[config.mk]
export PLATFORM = sky130hd
export DESIGN_NAME = sram_pattern_sequencer_flat
export DESIGN_NICKNAME = d
export VERILOG_FILES = /design/src/rtl/sram_pattern_sequencer_pkg.sv /design/src/rtl/sram_pattern_sequencer_if.sv /design/src/rtl/sram_pattern_gen.sv /design/src/rtl/sram_pattern_sequencer.sv /design/src/flat_wrapper.sv
export SDC_FILE = /design/constraint.sdc
export NUM_CORES = 1
export LEC_CHECK = 0
export BUFFER_PORTS_ARGS = -buffer_cell sky130_fd_sc_hd__buf_2
export CAP_MARGIN = 5
export CORE_UTILIZATION = 40
export CTS_BUF_LIST = sky130_fd_sc_hd__clkbuf_4 sky130_fd_sc_hd__clkbuf_8
export CTS_CLUSTER_SIZE = 14
export DETAILED_ROUTE_END_ITERATION = 10
export PLACE_DENSITY_LB_ADDON = 0.12
export SLEW_MARGIN = 20
export SYNTH_ARGS = -nofsm -noshare
export SYNTH_HDL_FRONTEND = slang
export SYNTH_SLANG_ARGS = --single-unit
[constraint.sdc]
create_clock -name clk -period 2.1 [get_ports clk]
set_input_delay 0.21 -clock clk [delete_from_list [all_inputs] [get_ports clk]]
set_output_delay 0.21 -clock clk [all_outputs]
set_load 0.02 [all_outputs]
[src/rtl/sram_pattern_sequencer_pkg.sv]
// Shared types and constants for the SRAM pattern sequencer.
// Holds FSM states, pattern indices, fixed pattern words and default widths.
package sram_pattern_sequencer_pkg;

   localparam int DEF_ADDR_W  = 8;
   localparam int DEF_DATA_W  = 32;
   localparam int DEF_CMP_LAT = 2;

   localparam logic [31:0] PAT_WORD_AA = 32'hAAAA_AAAA;
   localparam logic [31:0] PAT_WORD_55 = 32'h5555_5555;

   typedef enum logic [2:0] {
      ST_IDLE,
      ST_ALIGN,
      ST_WRITE,
      ST_READ,
      ST_DRAIN,
      ST_DONE
   } state_e;

   typedef enum logic [1:0] {
      PAT_ZERO,
      PAT_ONE,
      PAT_CHK,
      PAT_ADDR
   } pat_e;

endpackage

[src/rtl/sram_pattern_sequencer_if.sv]
// Control and SRAM-stimulus bundle between the sequencer and its environment.
// master = sequencer side, slave = SRAM/comparator/controller side.
interface sram_pattern_sequencer_if
   import sram_pattern_sequencer_pkg::*;
#(
   parameter int DATA_W = DEF_DATA_W,
   parameter int ERR_W  = 16
);

   logic              start_i;
   logic              r_i;
   logic [DATA_W-1:0] d_o;
   logic              we_o;
   logic              rd_o;
   logic              busy_o;
   logic              done_o;
   logic              pass_o;
   logic [ERR_W-1:0]  err_cnt_o;
   logic [1:0]        pat_o;

   modport master (
      input  start_i, r_i,
      output d_o, we_o, rd_o, busy_o, done_o, pass_o, err_cnt_o, pat_o
   );

   modport slave (
      output start_i, r_i,
      input  d_o, we_o, rd_o, busy_o, done_o, pass_o, err_cnt_o, pat_o
   );

endinterface

[src/rtl/sram_pattern_gen.sv]
// Combinational data-word generator: pattern index and address -> write data.
// Fixed words are replicated to fill DATA_W, address pattern repeats the address.
module sram_pattern_gen
   import sram_pattern_sequencer_pkg::*;
#(
   parameter int ADDR_W = DEF_ADDR_W,
   parameter int DATA_W = DEF_DATA_W
) (
   input  logic [1:0]        pat_i,
   input  logic [ADDR_W-1:0] addr_i,
   output logic [DATA_W-1:0] data_o
);

   localparam int NW = (DATA_W + 31) / 32;
   localparam int NA = (DATA_W + ADDR_W - 1) / ADDR_W;

   localparam logic [DATA_W-1:0] CHK_EVEN = DATA_W'({NW{PAT_WORD_AA}});
   localparam logic [DATA_W-1:0] CHK_ODD  = DATA_W'({NW{PAT_WORD_55}});

   always_comb begin
      data_o = '0;
      case (pat_e'(pat_i))
         PAT_ZERO: data_o = '0;
         PAT_ONE:  data_o = '1;
         PAT_CHK:  data_o = addr_i[0] ? CHK_ODD : CHK_EVEN;
         PAT_ADDR: data_o = DATA_W'({NA{addr_i}});
      endcase
   end

endmodule

[src/rtl/sram_pattern_sequencer.sv]
// Write-pass/read-pass pattern sequencer for the dual-SRAM compare datapath.
// Mirrors the free-running SRAM address counter and counts qualified mismatches.
module sram_pattern_sequencer
   import sram_pattern_sequencer_pkg::*;
#(
   parameter int ADDR_W  = DEF_ADDR_W,
   parameter int DATA_W  = DEF_DATA_W,
   parameter int NUM_PAT = 4,
   parameter int CMP_LAT = DEF_CMP_LAT,
   parameter int ERR_W   = 16
) (
   input logic                      clk,
   input logic                      rst,
   sram_pattern_sequencer_if.master bus
);

   localparam int                DRN_W     = $clog2(CMP_LAT + 1);
   localparam logic [ADDR_W-1:0] ADDR_LAST = '1;
   localparam logic [1:0]        PAT_LAST  = 2'(NUM_PAT - 1);

   state_e            state_q, state_d;
   logic [ADDR_W-1:0] addr_q, addr_d;
   logic [1:0]        pat_q, pat_d;
   logic [CMP_LAT-1:0] qual_q, qual_d;
   logic [DRN_W-1:0]  drn_q, drn_d;
   logic [ERR_W-1:0]  err_q, err_d;
   logic [DATA_W-1:0] gen_data;
   logic              at_last;

   sram_pattern_gen #(
      .ADDR_W (ADDR_W),
      .DATA_W (DATA_W)
   ) u_gen (
      .pat_i  (pat_q),
      .addr_i (addr_q),
      .data_o (gen_data)
   );

   always_ff @(posedge clk) begin
      if (rst) begin
         state_q <= ST_IDLE;
         addr_q  <= '0;
         pat_q   <= '0;
         qual_q  <= '0;
         drn_q   <= '0;
         err_q   <= '0;
      end else begin
         state_q <= state_d;
         addr_q  <= addr_d;
         pat_q   <= pat_d;
         qual_q  <= qual_d;
         drn_q   <= drn_d;
         err_q   <= err_d;
      end
   end

   always_comb begin
      state_d = state_q;
      pat_d   = pat_q;
      drn_d   = drn_q;
      err_d   = err_q;
      addr_d  = addr_q + ADDR_W'(1);
      at_last = (addr_q == ADDR_LAST);
      // Oldest qualifier bit lines up with r_i for the read issued CMP_LAT cycles ago.
      qual_d  = CMP_LAT'({qual_q, state_q == ST_READ});

      if (qual_q[CMP_LAT-1] && bus.r_i && (err_q != '1)) begin
         err_d = err_q + ERR_W'(1);
      end

      case (state_q)
         ST_IDLE, ST_DONE: begin
            if (bus.start_i) begin
               state_d = ST_ALIGN;
               err_d   = '0;
               pat_d   = '0;
            end
         end
         ST_ALIGN: if (at_last) state_d = ST_WRITE;
         ST_WRITE: if (at_last) state_d = ST_READ;
         ST_READ: begin
            if (at_last) begin
               if (pat_q != PAT_LAST) begin
                  pat_d   = pat_q + 2'd1;
                  state_d = ST_WRITE;
               end else begin
                  drn_d   = '0;
                  state_d = ST_DRAIN;
               end
            end
         end
         ST_DRAIN: begin
            if (drn_q == DRN_W'(CMP_LAT - 1)) state_d = ST_DONE;
            else                              drn_d   = drn_q + DRN_W'(1);
         end
         default: state_d = ST_IDLE;
      endcase
   end

   always_comb begin
      bus.we_o      = (state_q == ST_WRITE);
      bus.rd_o      = (state_q == ST_READ);
      bus.d_o       = (state_q == ST_WRITE) ? gen_data : '0;
      bus.busy_o    = (state_q == ST_ALIGN) || (state_q == ST_WRITE) ||
                      (state_q == ST_READ)  || (state_q == ST_DRAIN);
      bus.done_o    = (state_q == ST_DONE);
      bus.pass_o    = (state_q == ST_DONE) && (err_q == '0);
      bus.err_cnt_o = err_q;
      bus.pat_o     = pat_q;
   end

endmodule

[src/flat_wrapper.sv]
// flat-port wrapper written by rule: the top's interface ports become plain ports
module sram_pattern_sequencer_flat import sram_pattern_sequencer_pkg::*;
#(
   parameter int ADDR_W  = DEF_ADDR_W,
   parameter int DATA_W  = DEF_DATA_W,
   parameter int NUM_PAT = 4,
   parameter int CMP_LAT = DEF_CMP_LAT,
   parameter int ERR_W   = 16
)
  (clk, rst, bus_start_i, bus_r_i, bus_d_o, bus_we_o, bus_rd_o, bus_busy_o, bus_done_o, bus_pass_o, bus_err_cnt_o, bus_pat_o);
  sram_pattern_sequencer_if #(.DATA_W(DATA_W), .ERR_W(ERR_W)) bus_i ();
  input logic clk;
  input logic rst;
  input wire logic [$bits(bus_i.start_i)-1:0] bus_start_i;
  input wire logic [$bits(bus_i.r_i)-1:0] bus_r_i;
  output wire logic [$bits(bus_i.d_o)-1:0] bus_d_o;
  output wire logic [$bits(bus_i.we_o)-1:0] bus_we_o;
  output wire logic [$bits(bus_i.rd_o)-1:0] bus_rd_o;
  output wire logic [$bits(bus_i.busy_o)-1:0] bus_busy_o;
  output wire logic [$bits(bus_i.done_o)-1:0] bus_done_o;
  output wire logic [$bits(bus_i.pass_o)-1:0] bus_pass_o;
  output wire logic [$bits(bus_i.err_cnt_o)-1:0] bus_err_cnt_o;
  output wire logic [$bits(bus_i.pat_o)-1:0] bus_pat_o;
  assign bus_i.start_i = bus_start_i;
  assign bus_i.r_i = bus_r_i;
  assign bus_d_o = bus_i.d_o;
  assign bus_we_o = bus_i.we_o;
  assign bus_rd_o = bus_i.rd_o;
  assign bus_busy_o = bus_i.busy_o;
  assign bus_done_o = bus_i.done_o;
  assign bus_pass_o = bus_i.pass_o;
  assign bus_err_cnt_o = bus_i.err_cnt_o;
  assign bus_pat_o = bus_i.pat_o;
  sram_pattern_sequencer #(.ADDR_W(ADDR_W), .DATA_W(DATA_W), .NUM_PAT(NUM_PAT), .CMP_LAT(CMP_LAT), .ERR_W(ERR_W)) u_core (.clk(clk), .rst(rst), .bus(bus_i));
endmodule
# After elaboration in Yosys (flattened, before gate mapping)
# Cells that the tools add are included.
# word_totals
out_inout_bits	55
inputBits	4
ff_bits	33
# classes
n_eq_ne	20
n_reduce_logical	15
addsub	4
mux	21
# op_table
op	count
$pmux 32 s4	1
$mux 32	2
$mux 16	3
$mux 3	6
$add 16x1->16 const B	1
$logic_not 16->1	1
$ne 16x16->1 const B	1
$pmux 3 s5	1
$mux 2	6
$ne 2x1->1 const B	5
$add 8x1->8 const B	1
$eq 8x8->1 const B	1
$ne 2x2->1 const B	4
$pmux 2 s2	2
$reduce_and 4->1	2
$eq 3x2->1 const B	2
$eq 3x3->1 const B	2
$reduce_and 5->1	1
$add 2x1->2 const B	2
$eq 2x1->1 const B	2
$eq 2x2->1 const B	2
$reduce_bool 2->1	2
$eq 3x1->1 const B	1
$logic_and 1x1->1	3
other kinds (4)	6

# Depth between registers and ports, before layout
# Gate-level depths: netlist of the first run.
# depth
depth_word	5
mapped_depth	6
ltp_nobuf	6

# Cells and area by module
# From an unflattened synthesis of the first run, not the netlist that was laid out.
# unflattened
cells_unflattened	274
hier_area_um2	2220.9
# modules_own_cells
mod	area_per_inst_um2	cells_each	seq_area_each_um2	instances
sram_pattern_sequencer	1950.6	239	660.6	1
sram_pattern_gen	270.3	35	0.0	1

# Worst setup path before layout of the first run
# Ideal clock, no wire load.
# synth_timing
path_kind	register to output
startpoint	register u_core.state_q[1]
endpoint	output bus_d_o[10]
arrival_ns	2.016
setup_slack_ns	-0.126
path_buffers	2
stages_incl_launch_ff	7
required_time_ns	1.890
path_cell_list	dfxtp_1 -> clkbuf_1 -> nand2b_1 -> nor2_1 -> o21ai_1 -> a21oi_1 -> buf_4
# synth_via
elab_chain_len	2
# synth_rtl
item	line_no	rtl
from (decl)	sram_pattern_sequencer.sv:21	state_e state_q, state_d;
from (signal assigned)	sram_pattern_sequencer.sv:48	state_q <= state_d;
$eq 3x2->1	-	
via bus_we_o	flat_wrapper.sv:17	output wire logic [$bits(bus_i.we_o)-1:0] bus_we_o;
$mux 32	sram_pattern_sequencer.sv:103	bus.d_o = (state_q == ST_WRITE) ? gen_data : '0;
to (decl)	flat_wrapper.sv:16	output wire logic [$bits(bus_i.d_o)-1:0] bus_d_o;
# The timed path passes the listed nets, and every way through them passes these cells.

# Worst setup path after layout of the first run
# layout_timing
startpoint	register u_core.state_q[2]
endpoint	output bus_d_o[26]
# layout_via
elab_chain_len	2
# layout_rtl
item	line_no
$eq 3x2->1	sram_pattern_sequencer.sv:103
$mux 32	sram_pattern_sequencer.sv:103
# No other way between the ends.

==> impl_results.md, run 1 <==
* Post-synth top area share at 32.43%
* Clock Power Share at 40.1%
* Max Fclk at 0.5031 GHz
* Worst path slowest cell: dfxtp_1
* Tcrit/Tclk final at 94.65%
* Synth Warn # at 0
* Power Dens Cells at 487.6 nW/µm²
* Setup Buffers After CTS at 0
* Worst path max stage delay at 0.41 ns
* Core box area at 4817 µm²
* Via count at 1956
* Outcome: finished clean
* Critical path class: flip-flop to primary output
* WP depth at 5
* Number of synthesized flops with an enable pin at 0
* Initial Util at 42.29%
* Die Ht at 73.36 µm
* Worst-Skew Late Latency at 0.28 ns
* Final Skew at 0.01091 ns
* RSZ-0062 raised after global routing: true
* Clock root buffer: clkbuf_8
* Endpoint class of the critical path: primary output
* Cells on worst reg2reg path at 4
* Chip width at 73.36 µm
* Number of port buffers at 58
* Final Util at 49.53%
* Gr usage total at 18.72%
* Internal power at 0.8814 mW
* Library cells used by synthesis at 49
* Global placer's final weighted congestion at 0.8387
* Final worst slack at 0.1123 ns
* Yosys top cell by area: dfxtp_1
* Pre-CTS WS at 0.2283 ns
* Detailed placement HPWL at 3.616 mm
* Worst Path Max Fanout at 10
* Hold Crit Class: input pin to flip-flop
* Detailed Route WL at 4.900 mm
* Net Sw Power at 0.2821 mW
* Asr flop ratio synth at 0%
* Sequential share of the synthesized area at 32.43%
* Register bit total from synthesis at 33
* Synthesized Nets at 266
* Fin crit period at 1.988 ns
* Layout cells sized above 1 at 27.72%
* Worst Path Required at 1.89 ns
* Main flop type after synthesis: dfxtp_1
* Register area at 661.9 µm²
* Tightest Pin Transition at 0.5463 ns
* Critical Path Sink: bus_d_o[26]
* Max-slew violation count at 0
* Wire per inst at 13.24 µm
* Overall power at 1.164 mW
* Worst R2R Start: u_core.bus.err_cnt_o[3]
* Area used by multi-input combinational logic at 1129 µm²
* Finish-stage setup viols at 0
* Area growth syn-to-layout at 17.14%
* Reg power frac at 55.1%
* Clk pin slew, worst setup/hold paths at 0.08 ns
* P_leak at 1.010 nW
* Avg Cell Area, Syn at 7.957 µm²
* Setup TNS at 0 ns
* WHS at 0.2741 ns
* Syn Std Cell Area at 2037 µm²
* Antenna viol nets, final at 0
* Largest cells by area after synthesis: dfxtp_1, buf_4, a21oi_1
* Vias per cell at 5.286
* Vias in the first global route at 1639
* WP data arrival at 1.78 ns
* Row count at 25
* Synthesized instance count at 256
* Worst R2R End: u_core.bus.err_cnt_o[14]
* Net count, final at 312
* Gr ovfl total at 0
* First-pass GRT wire length at 7.886 mm
* Die area at 5382 µm²
* Rel. slew slack at 63.33%
* Largest net degree at the start of global routing at 20
* Drt drc at 0
* FILL cells at 518
* Gate power share at 4.8%
* Hold path depth at 3
* Max-cap violations at 0
* TritonCTS buffer count at 5
* I/O pin total at 59
* CTS Sinks at 33
* Startpoint types: flip-flop
* VDD IR max at 454.8 µV
* DR pass1 iterations at 6
* Worst R2R Setup Slack at 0.18 ns
* Antenna violations before repair at 0
* Switching Fraction at 24.25%
* CTS tree: done
* CP Cell Sequence: nand2b_1, nor2_1, o21ai_1, a21oi_1, buf_2
* Fin. Hold Viols at 0
* Ant. Diodes at 0
* CP Buf/Inv Count at 1
* Critical Path Start: u_core.state_q[2]
* Delay-heaviest family, CP: compound AO/OA/AOI/OAI gates
* Level count of the clock H-tree at 2
* Maximum clock insertion buffer count at 2
* Initial drt markers at 117
## worst register-to-register path, stage by stage (launching register included)
cell	delay (ns)
dfxtp_1	0.47
nand4_2	0.23
or4_4	0.59
o31a_1	0.31
a311oi_1	0.23
## synthesized netlist by cell type, drive strengths merged (3+ instances only)
cell type and count:
a211o 4, a21oi 23, a311oi 4, and4 3
buf 25, clkbuf 6, dfxtp 33, ha 6
inv 12, nand2 20, nand3 12, nand4 11
nor2 17, nor2b 6, nor3 7, nor4 8
o211ai 3, o21ai 11, or3 5, xnor2 3
xor2 5
## kinds of logic (layout without fill, tap and decap cells)
group	count (synthesis)	in the layout	share of synthesized area, %
fa+ha+maj	6	6	3.685
compound gates	62	62	19.59
flops	33	33	32.43
xor+xnor	8	8	3.440
mux	2	2	0.9828
simple gates	102	102	27.52
buf+inv	43	90	12.35
## through the flow
step	area, µm²	cells
finish	2386	370
global placement	2295	362
detailed placement	2295	362
CTS	2381	370
global route	2386	370
floorplan	2037	256
## metal layers
layer  track usage, %  share of wire (%)  up-vias  routed length [µm]
li1                 -                  -     1009                   -
met1            25.57                 49      905                2381
met2            30.25                 47       40                2316
met3            3.704                3.6        2                 175
met4            4.701               0.53        0                  26
met5                0                  0        -                   0
## timing repair
action / 4_1_cts / 5_1_grt
hold buffers: 0 / 0
gates resized for setup: 0 / 2
endpoints found under the hold margin: 0 / 0
endpoints found under the setup margin: 0 / 32
## final cells by class
class                      instances  share of cell area (%)
inverter                          12                   1.888
sequential                        33                   27.74
timing repair buffer              70                   15.94
tap                               67                   3.513
clock buffer                       5                   2.884
multi-input combinational        180                   47.30
clock inverter                     3                  0.7341
## how the worst min path moves through the flow
stage / from / to / slack (ns)
2_1_floorplan: bus_start_i / u_core.state_q[2] / 0.41
3_3_place_gp: u_core.qual_q[0] / u_core.qual_q[1] / 0.42
3_5_place_dp: u_core.qual_q[0] / u_core.qual_q[1] / 0.43
4_1_cts: bus_r_i / u_core.bus.err_cnt_o[1] / 0.27
5_1_grt: bus_r_i / u_core.bus.err_cnt_o[1] / 0.32
6_report: bus_r_i / u_core.bus.err_cnt_o[1] / 0.27
## placed cells by master, fill, tap and decap left out, types with 2 or more instances in the layout
| cell | count |
|---|---|
| nor2b_1 | 6 |
| nor3_1 | 7 |
| o31ai_1 | 2 |
| nor2_1 | 17 |
| ha_1 | 6 |
| buf_4 | 12 |
| o21ai_0 | 10 |
| or3_1 | 5 |
| a211o_1 | 4 |
| o31a_1 | 2 |
| nand2b_1 | 2 |
| a211oi_1 | 2 |
| nand3_1 | 12 |
| dfxtp_1 | 32 |
| a21oi_1 | 22 |
| a21boi_0 | 2 |
| xor2_1 | 5 |
| xnor2_1 | 3 |
| clkinv_2 | 2 |
| o211ai_1 | 3 |
| buf_2 | 58 |
| inv_1 | 12 |
| a311oi_1 | 4 |
| nand2_1 | 20 |
| and3_1 | 2 |
| clkbuf_8 | 5 |
| and4_1 | 3 |
| nand4_1 | 10 |
| mux2i_1 | 2 |
| and2_1 | 2 |
| nor4_1 | 7 |
## power by group through the flow
| stage | sequential, mW | clock, mW | combinational [mW] |
|---|---|---|---|
| 6_report | 0.641 | 0.466 | 0.0562 |
| 5_1_grt | 0.643 | 0.508 | 0.0632 |
| 4_1_cts | 0.641 | 0.480 | 0.0568 |
| 3_5_place_dp | 0.655 | 0 | 0.0565 |
| 3_3_place_gp | 0.655 | 0 | 0.0562 |
| 2_1_floorplan | 0.653 | 0 | 0.0365 |
## sequential cells by signal, indices dropped and copies added (netlist names)
register and count:
u_core.qual_q 2, u_core.drn_q 2, u_core.addr_q 8, u_core.bus.pat_o 2, u_core.state_q 3, u_core.bus.err_cnt_o 16
(Power assumes the default switching activity.)
==> inputs of run 2 (changes only) <==
--- a/config.mk
+++ b/config.mk
@@ -12,6 +12,7 @@
 export CTS_CLUSTER_SIZE = 14
 export DETAILED_ROUTE_END_ITERATION = 10
 export PLACE_DENSITY_LB_ADDON = 0.12
+export RECOVER_POWER = 100
 export SLEW_MARGIN = 20
 export SYNTH_ARGS = -nofsm -noshare
 export SYNTH_HDL_FRONTEND = slang
==> run 2 against run 1 <==
  * Flip-flop and latch count unchanged
  * Clock power about the same
  * Global-route usage unchanged
  * Cell area decreased by 2.2%
  * Sequential power about the same
  * Critical path type is now flip-flop to flip-flop
  * Critical endpoint is now u_core.bus.err_cnt_o[14]
  * Largest cell class unchanged
  * Highest routed layer unchanged
==> impl_results.md, run 2 (synthesis gave the netlist of run 1 again) <==
* Outcome: finished clean (unchanged)
* CTS tree: done (unchanged)
* Tcrit/Tclk final at 95.17% (was 94.65%)
* FILL cells at 537 (was 518)
* Initial drt markers at 108 (was 117)
* Die Ht at 73.36 µm (unchanged)
* TritonCTS buffer count at 5 (unchanged)
* Ant. Diodes at 0 (unchanged)
* Met1 Track Usage GR at 25.57% (unchanged)
* Met2 Resource Use GR at 30.25% (unchanged)
* CTS Sinks at 33 (unchanged)
* Maximum clock insertion buffer count at 2 (unchanged)
* Hold Startpoint: bus_r_i (unchanged)
* Fin. Hold Viols at 0 (unchanged)
* Endpoint class of the critical path: flip-flop (was primary output)
* Post-CTS sizing at 0 (unchanged)
* Clock root buffer: clkbuf_8 (unchanged)
* Worst R2R Setup Slack at 0.10 ns (was 0.18 ns)
* Worst Path Required at 2.29 ns (was 1.89 ns)
* Max-slew violation count at 0 (unchanged)
* Rel. slew slack at 63.39% (was 63.33%)
* Drt drc at 0 (unchanged)
* Worst Path Max Fanout at 8 (was 10)
* Cells on worst reg2reg path at 4 (unchanged)
* Final Skew at 0.01049 ns (was 0.01091 ns)
* Area growth syn-to-layout at 14.56% (was 17.14%)
* Chip width at 73.36 µm (unchanged)
* Fin crit period at 1.999 ns (was 1.988 ns)
* Antenna viol nets, final at 0 (unchanged)
* Startpoint types: flip-flop (unchanged)
* Met3 Use GR at 3.704% (unchanged)
* Detailed Route WL at 4.918 mm (was 4.900 mm)
* GRT busiest layer: met2 (unchanged)
* Clk pin slew, worst setup/hold paths at 0.08 ns (about the same)
* P_leak at 0.8959 nW (was 1.010 nW)
* Critical path class: flip-flop to flip-flop (was flip-flop to primary output)
* Layout cells sized above 1 at 19.14% (was 27.72%)
* I/O pin total at 59 (unchanged)
* Net count, final at 312 (unchanged)
* Detailed placement HPWL at 3.616 mm (unchanged)
* Commonest cells after routing, fill and taps aside: buf_2, dfxtp_1, clkbuf_1, a21oi_1, nand2_1 (was buf_2, dfxtp_1, a21oi_1, nand2_1, nor2_1)
* Power Dens Cells at 498.4 nW/µm² (was 487.6 nW/µm²)
* Worst R2R End: u_core.bus.err_cnt_o[14] (unchanged)
* Count of hold-fix buffers inserted at cts at 0 (unchanged)
* Via count at 1969 (was 1956)
* Register area at 661.9 µm² (unchanged)
* WP data arrival at 2.19 ns (was 1.78 ns)
* Gr ovfl total at 0 (unchanged)
* Global placer's final weighted congestion at 0.8387 (unchanged)
* Level count of the clock H-tree at 2 (unchanged)
* Vias in the first global route at 1639 (unchanged)
* Row count at 25 (unchanged)
* Hold Crit Class: input pin to flip-flop (unchanged)
* First-pass GRT wire length at 7.886 mm (unchanged)
* Finish-stage setup viols at 0 (unchanged)
* Largest net degree at the start of global routing at 20 (unchanged)
* Worst R2R Start: u_core.bus.err_cnt_o[3] (unchanged)
* Tightest Pin Transition at 0.5455 ns (was 0.5463 ns)
* Area used by multi-input combinational logic at 1112 µm² (was 1129 µm²)
* Number of port buffers at 58 (unchanged)
* Die area at 5382 µm² (unchanged)
* Worst-Skew Late Latency at 0.28 ns (about the same)
* DR pass1 iterations at 4 (was 6)
* Max Fclk at 0.5003 GHz (was 0.5031 GHz)
* RSZ-0062 raised after global routing: true (unchanged)
* Wire per inst at 13.29 µm (was 13.24 µm)
* Gr usage total at 18.72% (unchanged)
* Setup Buffers After CTS at 0 (unchanged)
* Max reg flops at 16 (unchanged)
* VDD IR max at 455.4 µV (was 454.8 µV)
* Core box area at 4817 µm² (unchanged)
* Max-cap violations at 0 (unchanged)
* Setup TNS at 0 ns (unchanged)
* Vias per cell at 5.322 (was 5.286)
* Hold path depth at 3 (unchanged)
* Antenna violations before repair at 0 (unchanged)
* Most common cell after layout, fill and taps aside: buf_2 (unchanged)
* Hold endpoint: u_core.bus.err_cnt_o[1] (unchanged)
* Initial Util at 42.29% (unchanged)
* Final Util at 48.44% (was 49.53%)
## run 2: area by class of cell
cell class                      instances  share of cell area, %
Clock buffer                            5                  2.949
Clock inverter                          3                 0.7507
Inverter                               12                  1.930
Multi-Input combinational cell        180                  47.67
Sequential cell                        33                  28.36
Tap cell                               67                  3.592
Timing Repair Buffer                   70                  14.75
## run 2: report_power, final
group	leakage, nW	switching (mW)	internal [mW]
combinational	0.585	0.0352	0.0207
sequential	0.267	0.00918	0.632
clock	0.0439	0.238	0.229
total	0.896	0.282	0.881
## run 2: worst max-delay path by stage
stage | from | end | slack, ns | depth (start not counted)
2_1_floorplan | u_core.state_q[1] | bus_d_o[10] | -0.13 | 6
3_3_place_gp | u_core.bus.err_cnt_o[2] | u_core.bus.err_cnt_o[14] | 0.27 | 4
3_5_place_dp | u_core.bus.err_cnt_o[2] | u_core.bus.err_cnt_o[14] | 0.23 | 4
4_1_cts | u_core.state_q[1] | bus_d_o[16] | 0.03 | 5
5_1_grt | u_core.state_q[2] | bus_d_o[4] | -0.04 | 5
6_report | u_core.bus.err_cnt_o[3] | u_core.bus.err_cnt_o[14] | 0.10 | 4
## run 2: worst max-delay path, cell delays in order, from the launching register on
cell      delay, ns
dfxtp_1        0.45
nand4_1        0.26
or4_1          0.64
o31a_1         0.32
a311oi_1       0.23
## run 2: metal layers
| metal | up-vias | share of wire, % |
|---|---|---|
| met1 | 920 | 48 |
| met2 | 37 | 47 |
| met3 | 2 | 4.0 |
| met4 | 0 | 0.53 |
| met5 | - | 0 |
| li1 | 1010 | - |
## run 2: stage by stage
step | cells | setup slack [ns] | total power, mW | area (µm²) | hold WS (ns)
2_1_floorplan | 256 | -0.1256 | 0.6893 | 2037 | 0.4055
3_3_place_gp | 362 | 0.2711 | 0.7114 | 2295 | 0.4157
3_5_place_dp | 362 | 0.2283 | 0.7119 | 2295 | 0.4291
4_1_cts | 370 | 0.03086 | 1.178 | 2381 | 0.2669
5_1_grt | 370 | -0.03568 | 1.213 | 2333 | 0.3221
6_report | 370 | 0.1014 | 1.163 | 2333 | 0.2734
